## src/rtl/sr_latch_monitor_if.sv

```systemverilog
// sr_latch_monitor_if
// Purpose : event handshake between the latch monitor (producer) and its
//           consumer.
// Signals : evt_valid - an event is pending (producer drives)
//           evt_code  - committed state carried by the event (producer drives)
//           evt_ready - consumer accepts the event (consumer drives)
interface sr_latch_monitor_if;
    logic       evt_valid;
    logic       evt_ready;
    logic [1:0] evt_code;

    modport master (output evt_valid, output evt_code, input evt_ready);
    modport slave  (input evt_valid, input evt_code, output evt_ready);
endinterface

```

## src/rtl/sr_latch_monitor.sv

```systemverilog
// sr_latch_monitor
// Purpose : synchronizes and debounces the Q/Qbar outputs of an asynchronous
//           SR latch, tracks the committed latch state, reports every state
//           change as a valid/ready event, counts SET<->RESET toggles and
//           keeps sticky error flags.
// Ports   : clk          - single rising-edge clock
//           rst          - asynchronous active-high reset
//           q_in/qbar_in - raw asynchronous latch outputs
//           clr_flags    - clears invalid_flag and overrun_flag
//           evt          - event handshake (master side)
//           state        - current committed state
//           toggle_cnt   - saturating SET<->RESET transition count
//           invalid_flag - sticky, a commit to INVALID happened
//           overrun_flag - sticky, an event was dropped while one was pending
//
// state     | meaning
// ----------+-------------------------------------------
// UNKNOWN   | nothing committed since reset
// SET       | stable {q,qbar} = 10
// RESET     | stable {q,qbar} = 01
// INVALID   | stable {q,qbar} = 00 or 11
module sr_latch_monitor #(
    parameter int STABLE_CYCLES = 4,
    parameter int CNT_W         = 8
) (
    input  logic                 clk,
    input  logic                 rst,
    input  logic                 q_in,
    input  logic                 qbar_in,
    input  logic                 clr_flags,
    sr_latch_monitor_if.master   evt,
    output logic [1:0]           state,
    output logic [CNT_W-1:0]     toggle_cnt,
    output logic                 invalid_flag,
    output logic                 overrun_flag
);

    typedef enum logic [1:0] {
        CLS_UNKNOWN = 2'b00,
        CLS_SET     = 2'b01,
        CLS_RESET   = 2'b10,
        CLS_INVALID = 2'b11
    } cls_t;

    localparam logic [7:0]       STABLE_C    = 8'(STABLE_CYCLES);
    localparam logic [7:0]       MATCH_ONE   = 8'd1;
    localparam logic [1:0]       FLUSH_EDGES = 2'd2;
    localparam logic [CNT_W-1:0] CNT_ONE     = 1;

    logic       q_s1, q_s2, qb_s1, qb_s2;
    logic [1:0] flush_cnt;
    cls_t       cand;
    logic [7:0] match_cnt;
    cls_t       state_r;
    cls_t       cls_now;
    logic       commit, new_evt, xfer, is_toggle;

    always_comb begin
        cls_now = CLS_INVALID;
        if (q_s2 && !qb_s2)
            cls_now = CLS_SET;
        else if (!q_s2 && qb_s2)
            cls_now = CLS_RESET;
    end

    // match_cnt stays 0 through the flush, so no commit can fire early.
    assign commit    = (match_cnt == STABLE_C);
    assign new_evt   = commit && (cand != state_r);
    assign xfer      = evt.evt_valid && evt.evt_ready;
    assign is_toggle = new_evt &&
                       (((state_r == CLS_SET)   && (cand == CLS_RESET)) ||
                        ((state_r == CLS_RESET) && (cand == CLS_SET)));

    always_ff @(posedge clk or posedge rst) begin
        if (rst) begin
            q_s1          <= 1'b0;
            q_s2          <= 1'b0;
            qb_s1         <= 1'b0;
            qb_s2         <= 1'b0;
            flush_cnt     <= 2'd0;
            cand          <= CLS_UNKNOWN;
            match_cnt     <= 8'd0;
            state_r       <= CLS_UNKNOWN;
            evt.evt_valid <= 1'b0;
            evt.evt_code  <= 2'b00;
            toggle_cnt    <= '0;
            invalid_flag  <= 1'b0;
            overrun_flag  <= 1'b0;
        end else begin
            q_s1  <= q_in;
            q_s2  <= q_s1;
            qb_s1 <= qbar_in;
            qb_s2 <= qb_s1;

            // The candidate starts as UNKNOWN, which no sample classifies as,
            // so the first post-flush sample always restarts the count at 1.
            if (flush_cnt != FLUSH_EDGES)
                flush_cnt <= flush_cnt + 2'd1;
            else if (cls_now != cand) begin
                cand      <= cls_now;
                match_cnt <= MATCH_ONE;
            end else if (match_cnt != STABLE_C)
                match_cnt <= match_cnt + MATCH_ONE;

            if (new_evt)
                state_r <= cand;

            if (is_toggle && (toggle_cnt != '1))
                toggle_cnt <= toggle_cnt + CNT_ONE;

            if (new_evt && (cand == CLS_INVALID))
                invalid_flag <= 1'b1;
            else if (clr_flags)
                invalid_flag <= 1'b0;

            if (new_evt && evt.evt_valid && !xfer)
                overrun_flag <= 1'b1;
            else if (clr_flags)
                overrun_flag <= 1'b0;

            // A transfer on the same edge frees the slot for the new event;
            // otherwise the pending code is kept and the new one is dropped.
            if (new_evt && (!evt.evt_valid || xfer)) begin
                evt.evt_valid <= 1'b1;
                evt.evt_code  <= cand;
            end else if (xfer)
                evt.evt_valid <= 1'b0;
        end
    end

    assign state = state_r;

endmodule

```

## src/flat_wrapper.sv

```systemverilog
// flat-port wrapper written by rule: the top's interface ports become plain ports
module sr_latch_monitor_flat 
#(
    parameter int STABLE_CYCLES = 4,
    parameter int CNT_W         = 8
)
  (clk, rst, q_in, qbar_in, clr_flags, state, toggle_cnt, invalid_flag, overrun_flag, evt_evt_valid, evt_evt_code, evt_evt_ready);
  sr_latch_monitor_if evt_i ();
  input  logic clk;
  input  logic rst;
  input  logic q_in;
  input  logic qbar_in;
  input  logic clr_flags;
  output logic [1:0] state;
  output logic [CNT_W-1:0] toggle_cnt;
  output logic invalid_flag;
  output logic overrun_flag;
  output wire logic [$bits(evt_i.evt_valid)-1:0] evt_evt_valid;
  output wire logic [$bits(evt_i.evt_code)-1:0] evt_evt_code;
  input wire logic [$bits(evt_i.evt_ready)-1:0] evt_evt_ready;
  assign evt_evt_valid = evt_i.evt_valid;
  assign evt_evt_code = evt_i.evt_code;
  assign evt_i.evt_ready = evt_evt_ready;
  sr_latch_monitor #(.STABLE_CYCLES(STABLE_CYCLES), .CNT_W(CNT_W)) u_core (.clk(clk), .rst(rst), .q_in(q_in), .qbar_in(qbar_in), .clr_flags(clr_flags), .evt(evt_i), .state(state), .toggle_cnt(toggle_cnt), .invalid_flag(invalid_flag), .overrun_flag(overrun_flag));
endmodule
```

## config.mk

```make
export PLATFORM = sky130hd
export DESIGN_NAME = sr_latch_monitor_flat
export DESIGN_NICKNAME = d
export VERILOG_FILES = /design/src/rtl/sr_latch_monitor_if.sv /design/src/rtl/sr_latch_monitor.sv /design/src/flat_wrapper.sv
export SDC_FILE = /design/constraint.sdc
export NUM_CORES = 1
export LEC_CHECK = 0
export CAP_MARGIN = 10
export CORE_ASPECT_RATIO = 0.9
export CORE_MARGIN = 2
export CORE_UTILIZATION = 53
export DETAILED_ROUTE_END_ITERATION = 8
export PLACE_DENSITY = 0.78
export SYNTH_ARGS = -nofsm -noshare
export SYNTH_HDL_FRONTEND = slang
export SYNTH_SLANG_ARGS = --single-unit
export TNS_END_PERCENT = 5
```

## constraint.sdc

```tcl
create_clock -name clk -period 2.42 [get_ports clk]
set_clock_uncertainty 0.1 [all_clocks]
set_input_delay 0.726 -clock clk [delete_from_list [all_inputs] [get_ports clk]]
set_output_delay 0.726 -clock clk [all_outputs]
set_load 0.02 [all_outputs]
```

Yosys cells after proc, flatten, opt, wreduce, memory -nomap -nowiden
Index checks and enable logic that the tools add are counted.

Input port bits: 6. Output and inout bits: 15. Register bits: 31.

Muxes and demuxes: 9. Bitwise gates (word level): 1. Reduce and logical (&&, ||, !) cells: 24. Equality and inequality tests: 11. $add $sub $neg: 3.

Operators with widths (count): $add 8x1->8 const B (2); $mux 8 (2); $logic_and 1x1->1 (12); $eq 8x3->1 const B (1); $ne 8x3->1 const B (1); $ne 8x8->1 const B (1); $reduce_bool 2->1 (4); $eq 2x2->1 const B (3); $mux 1 (6); $eq 2x1->1 const B (2); $logic_not 1->1 (4); $ne 2x2->1 (2); $reduce_and 2->1 (2); $add 2x1->2 const B (1); $logic_or 1x1->1 (2); $mux 2 (1); $ne 2x2->1 const B (1); $not 1->1 (1).

Depth between registers and ports, before layout
Word-level depth: 7. Gate-level depth with buffers: 7.

Least setup slack after synthesis
No wires, ideal clock.

Path type: register to register. From: register u_core.match_cnt[0]. To: register u_core.toggle_cnt[1]. Buffers on the path: 1. Setup slack: 584 ps. Stages on the path, launching flop included: 8. Arrival: 1611 ps. Library setup time: 125 ps. Required time: 2195 ps. Path through: dfrtp_1 > inv_1 > ha_1 > nor4b_4 > o2111ai_1 > buf_6 > nor2_1 > mux2_2.

Word-level cells in the longest chain between the ends: 4.

Ends and longest elaborated chain: from (decl) (line sr_latch_monitor.sv:53) `logic [7:0] match_cnt;`; from (signal assigned) (line sr_latch_monitor.sv:103) `match_cnt <= match_cnt + MATCH_ONE;`; $eq 8x3->1 (line sr_latch_monitor.sv:67) `assign commit = (match_cnt == STABLE_C);`; $logic_and 1x1->1 (line sr_latch_monitor.sv:68) `assign new_evt = commit && (cand != state_r);`; $logic_and 1x1->1 (line sr_latch_monitor.sv:70) `assign is_toggle = new_evt &&`; $logic_and 1x1->1 (line sr_latch_monitor.sv:108) `if (is_toggle && (toggle_cnt != '1))`; to (signal assigned) (line sr_latch_monitor.sv:109) `toggle_cnt <= toggle_cnt + CNT_ONE;`; to (decl) (line sr_latch_monitor.sv:33) `output logic [CNT_W-1:0] toggle_cnt,`.

Every way passes these cells. A chain may end at the register's enable or synchronous reset.

Worst setup path after layout
From: register u_core.toggle_cnt[4]. To: output toggle_cnt[4].

RTL lines: to (decl) (line flat_wrapper.sv:15) `output logic [CNT_W-1:0] toggle_cnt;`.

No word-level cell between the ends.

==> flow_summary.ini <==
[status]
run_status = finished clean

[critical_path]
startpoint = u_core.toggle_cnt[4]
worstSetupEndpointType = output pin
crit_chain = clkdlybuf4s50_1
path_max_fanout = 6
startpoint_type = flop
crit_arrival_ns = 1.40
path_class = flop to output pin
reg2reg_depth = 7
critPathTopFamily = buffers and inverters
cpPeakStageDelay_ns = 0.64
crit_slowest_cell = clkdlybuf4s50_1
crit_required_ns = 1.59
crit_cells = 1
cp_num_buf_inv = 1
worstReg2RegStart = u_core.match_cnt[0]

[job]
drv_cap = 0

[pwr]
ir_worst_vdd_v = 0.000445
p_per_area_nw_per_um2 = 657
leakage_uw = 0.000838
fin_total_pwr_uw = 1180

[route]
post_drt_via_cell_ratio = 5.43
drc = 0
wl_um = 2710
drtPass1Iterations = 4
num_vias = 1064
ant_nets = 0
drt_iter0_markers = 43
drt-wirelength-per-cell_um = 13.8

[synthesis]
ys.flop_type = dfrtp_1
ys_types = 37
yosysMostFrequentCell = dfrtp_1
synthAdderAreaFrac_pct = 3.34
ys_seq_elements = 31
synth.area.mux_share_pct = 5.00
synth_edf_count = 0
synth_compound_area_share_pct = 10.4
synth_top_family_by_area = simple AND/OR/NAND/NOR gates
netlist_instances = 129
ys_top_cells_by_count = dfrtp_1 (31), inv_1 (12), xor2_1 (10)
ys_async_sr_fraction_pct = 100
avgSynthCellArea_um2 = 11.6
synthSimpleGateAreaFrac_pct = 18.6
ys_seq_area_share_pct = 51.7
synth_top_area_cell = dfrtp_1
synth_fp_nets = 139
synth_warnings = 0
synth_xor_area_share_pct = 6.42
synth.top_cell.area_share_pct = 51.7
syn-cell-area_um2 = 1500
synthTopCellsByArea = dfrtp_1 (52%), xor2_1 (5.8%), ha_1 (3.3%)

[floorplanning]
pin_count = 21
dieArea_um2 = 3270
initial_core_util_pct = 55.1
rows = 18
core_area_um2 = 2730
die_h_um = 54.5
dieWidth_um = 60.1

[global_routing]
grtUsageTotal_pct = 19.4
grt_pass1_wl_um = 4630
grt-ovfl-total = 0
grt_max_degree = 32
antenna_found_initial = 0
grt_pass1_vias = 1006

[sta]
period_minus_slack_ns = 2.23
rsz0062_at_grt = no
finalSetupViolCount = 0
finalHoldViolations = 0
fmax_mhz = 449
worst_pin_slew_ns = 0.528
post-route-period-util_pct = 92.0
relSlewSlack_pct = 64.8
slew_viol_final = 0
finalSetupTns_ns = 0

[worst_hold_path]
hold_path.startpoint = u_core.q_s1
min_path_cells = 0
hold_class = flop to flop

[clocking]
cts.sinks = 31
root_buffer = clkbuf_4
numCtsBuffers = 5
ctsResizeCount = 0
postCtsHoldBufs = 0
clkSlewWorstSetupHoldPaths_ns = 0.10
ctsHtreeMaxLevel = 2
tritoncts = yes
cts_buffer_depth = 2
insertion_delay_ns = 0.32
post_cts_buffers = 0

[cells_and_area]
drive_above_1_share_pct = 14.1
antenna_cells = 0
num-fill-cells = 217
area_growth_pct = 20.0
nets = 165

[placement]
portBuffers = 20
dp_hpwl_um = 1970
place_congestion = 0.793
## state kept, by name (all words and copies together), names as in the netlist
name                  cells
u_core.toggle_cnt         8
u_core.q_s2               1
u_core.evt.evt_code       2
u_core.qb_s1              1
u_core.overrun_flag       1
u_core.cand               2
u_core.flush_cnt          2
u_core.match_cnt          8
u_core.q_s1               1
u_core.qb_s2              1
u_core.invalid_flag       1
u_core.state              2
u_core.evt.evt_valid      1
## worst paths after layout
path	endpoint	slack, ns
max	toggle_cnt[4]	0.19
min in group asynchronous	u_core.match_cnt[2]	0.67
max in group asynchronous	u_core.match_cnt[0]	1.27
min	u_core.q_s2	0.27
max reg2reg	u_core.toggle_cnt[7]	0.27
min reg2reg	u_core.q_s2	0.27
## metrics by stage
stage	cells	hold WS, ns	util (%)	worst slack, ns	instance area, um2
after global routing	196	0.287	66.1	0.125	1800
final	196	0.268	66.1	0.193	1800
after CTS	196	0.274	66.1	0.177	1800
after floorplan	129	0.231	-	0.584	1500
after detailed placement	188	0.246	64.0	0.311	1740
after global placement	188	0.241	64.0	0.442	1740
## cell families after synthesis
logic type               Yosys count
adder cells (fa/ha/maj)            4
AO/OA/AOI/OAI                     23
AND/OR/NAND/NOR                   38
buffers and inverters             15
multiplexers                       7
flip-flops                        31
XOR/XNOR                          11
## layout make-up
cell class | count | area [um2] | area share (%)
multi-input combinational | 83 | 657 | 36.5
tap | 40 | 50.0 | 2.78
clock buffer | 5 | 37.5 | 2.08
timing repair buffer | 22 | 215 | 12.0
inverter | 12 | 45.0 | 2.50
sequential | 31 | 776 | 43.1
clock inverter | 3 | 20.0 | 1.11
## power breakdown
group          total [uW]  internal, uW  switching, uW
logic                 271           141            130
clock network         292           111            181
registers             620           569           51.5
## routing by layer
layer | up-vias | track usage (%) | share of wire, %
li1 | 509 | - | -
met1 | 514 | 23.4 | 42
met2 | 32 | 33.3 | 51
met3 | 9 | 4.96 | 4.7
met4 | 0 | 7.78 | 2.2
met5 | - | 0 | 0
## placed cells by master (no fill, tap or decap), drive strengths merged, types with 5 or more instances in the layout
cell type      instances
inv                   12
o21ai                  7
nand2                  5
o22ai                  5
xor2                  10
clkbuf                 5
clkdlybuf4s50         20
dfrtp                 31
Note: power is estimated with default switching activity, not from simulation.
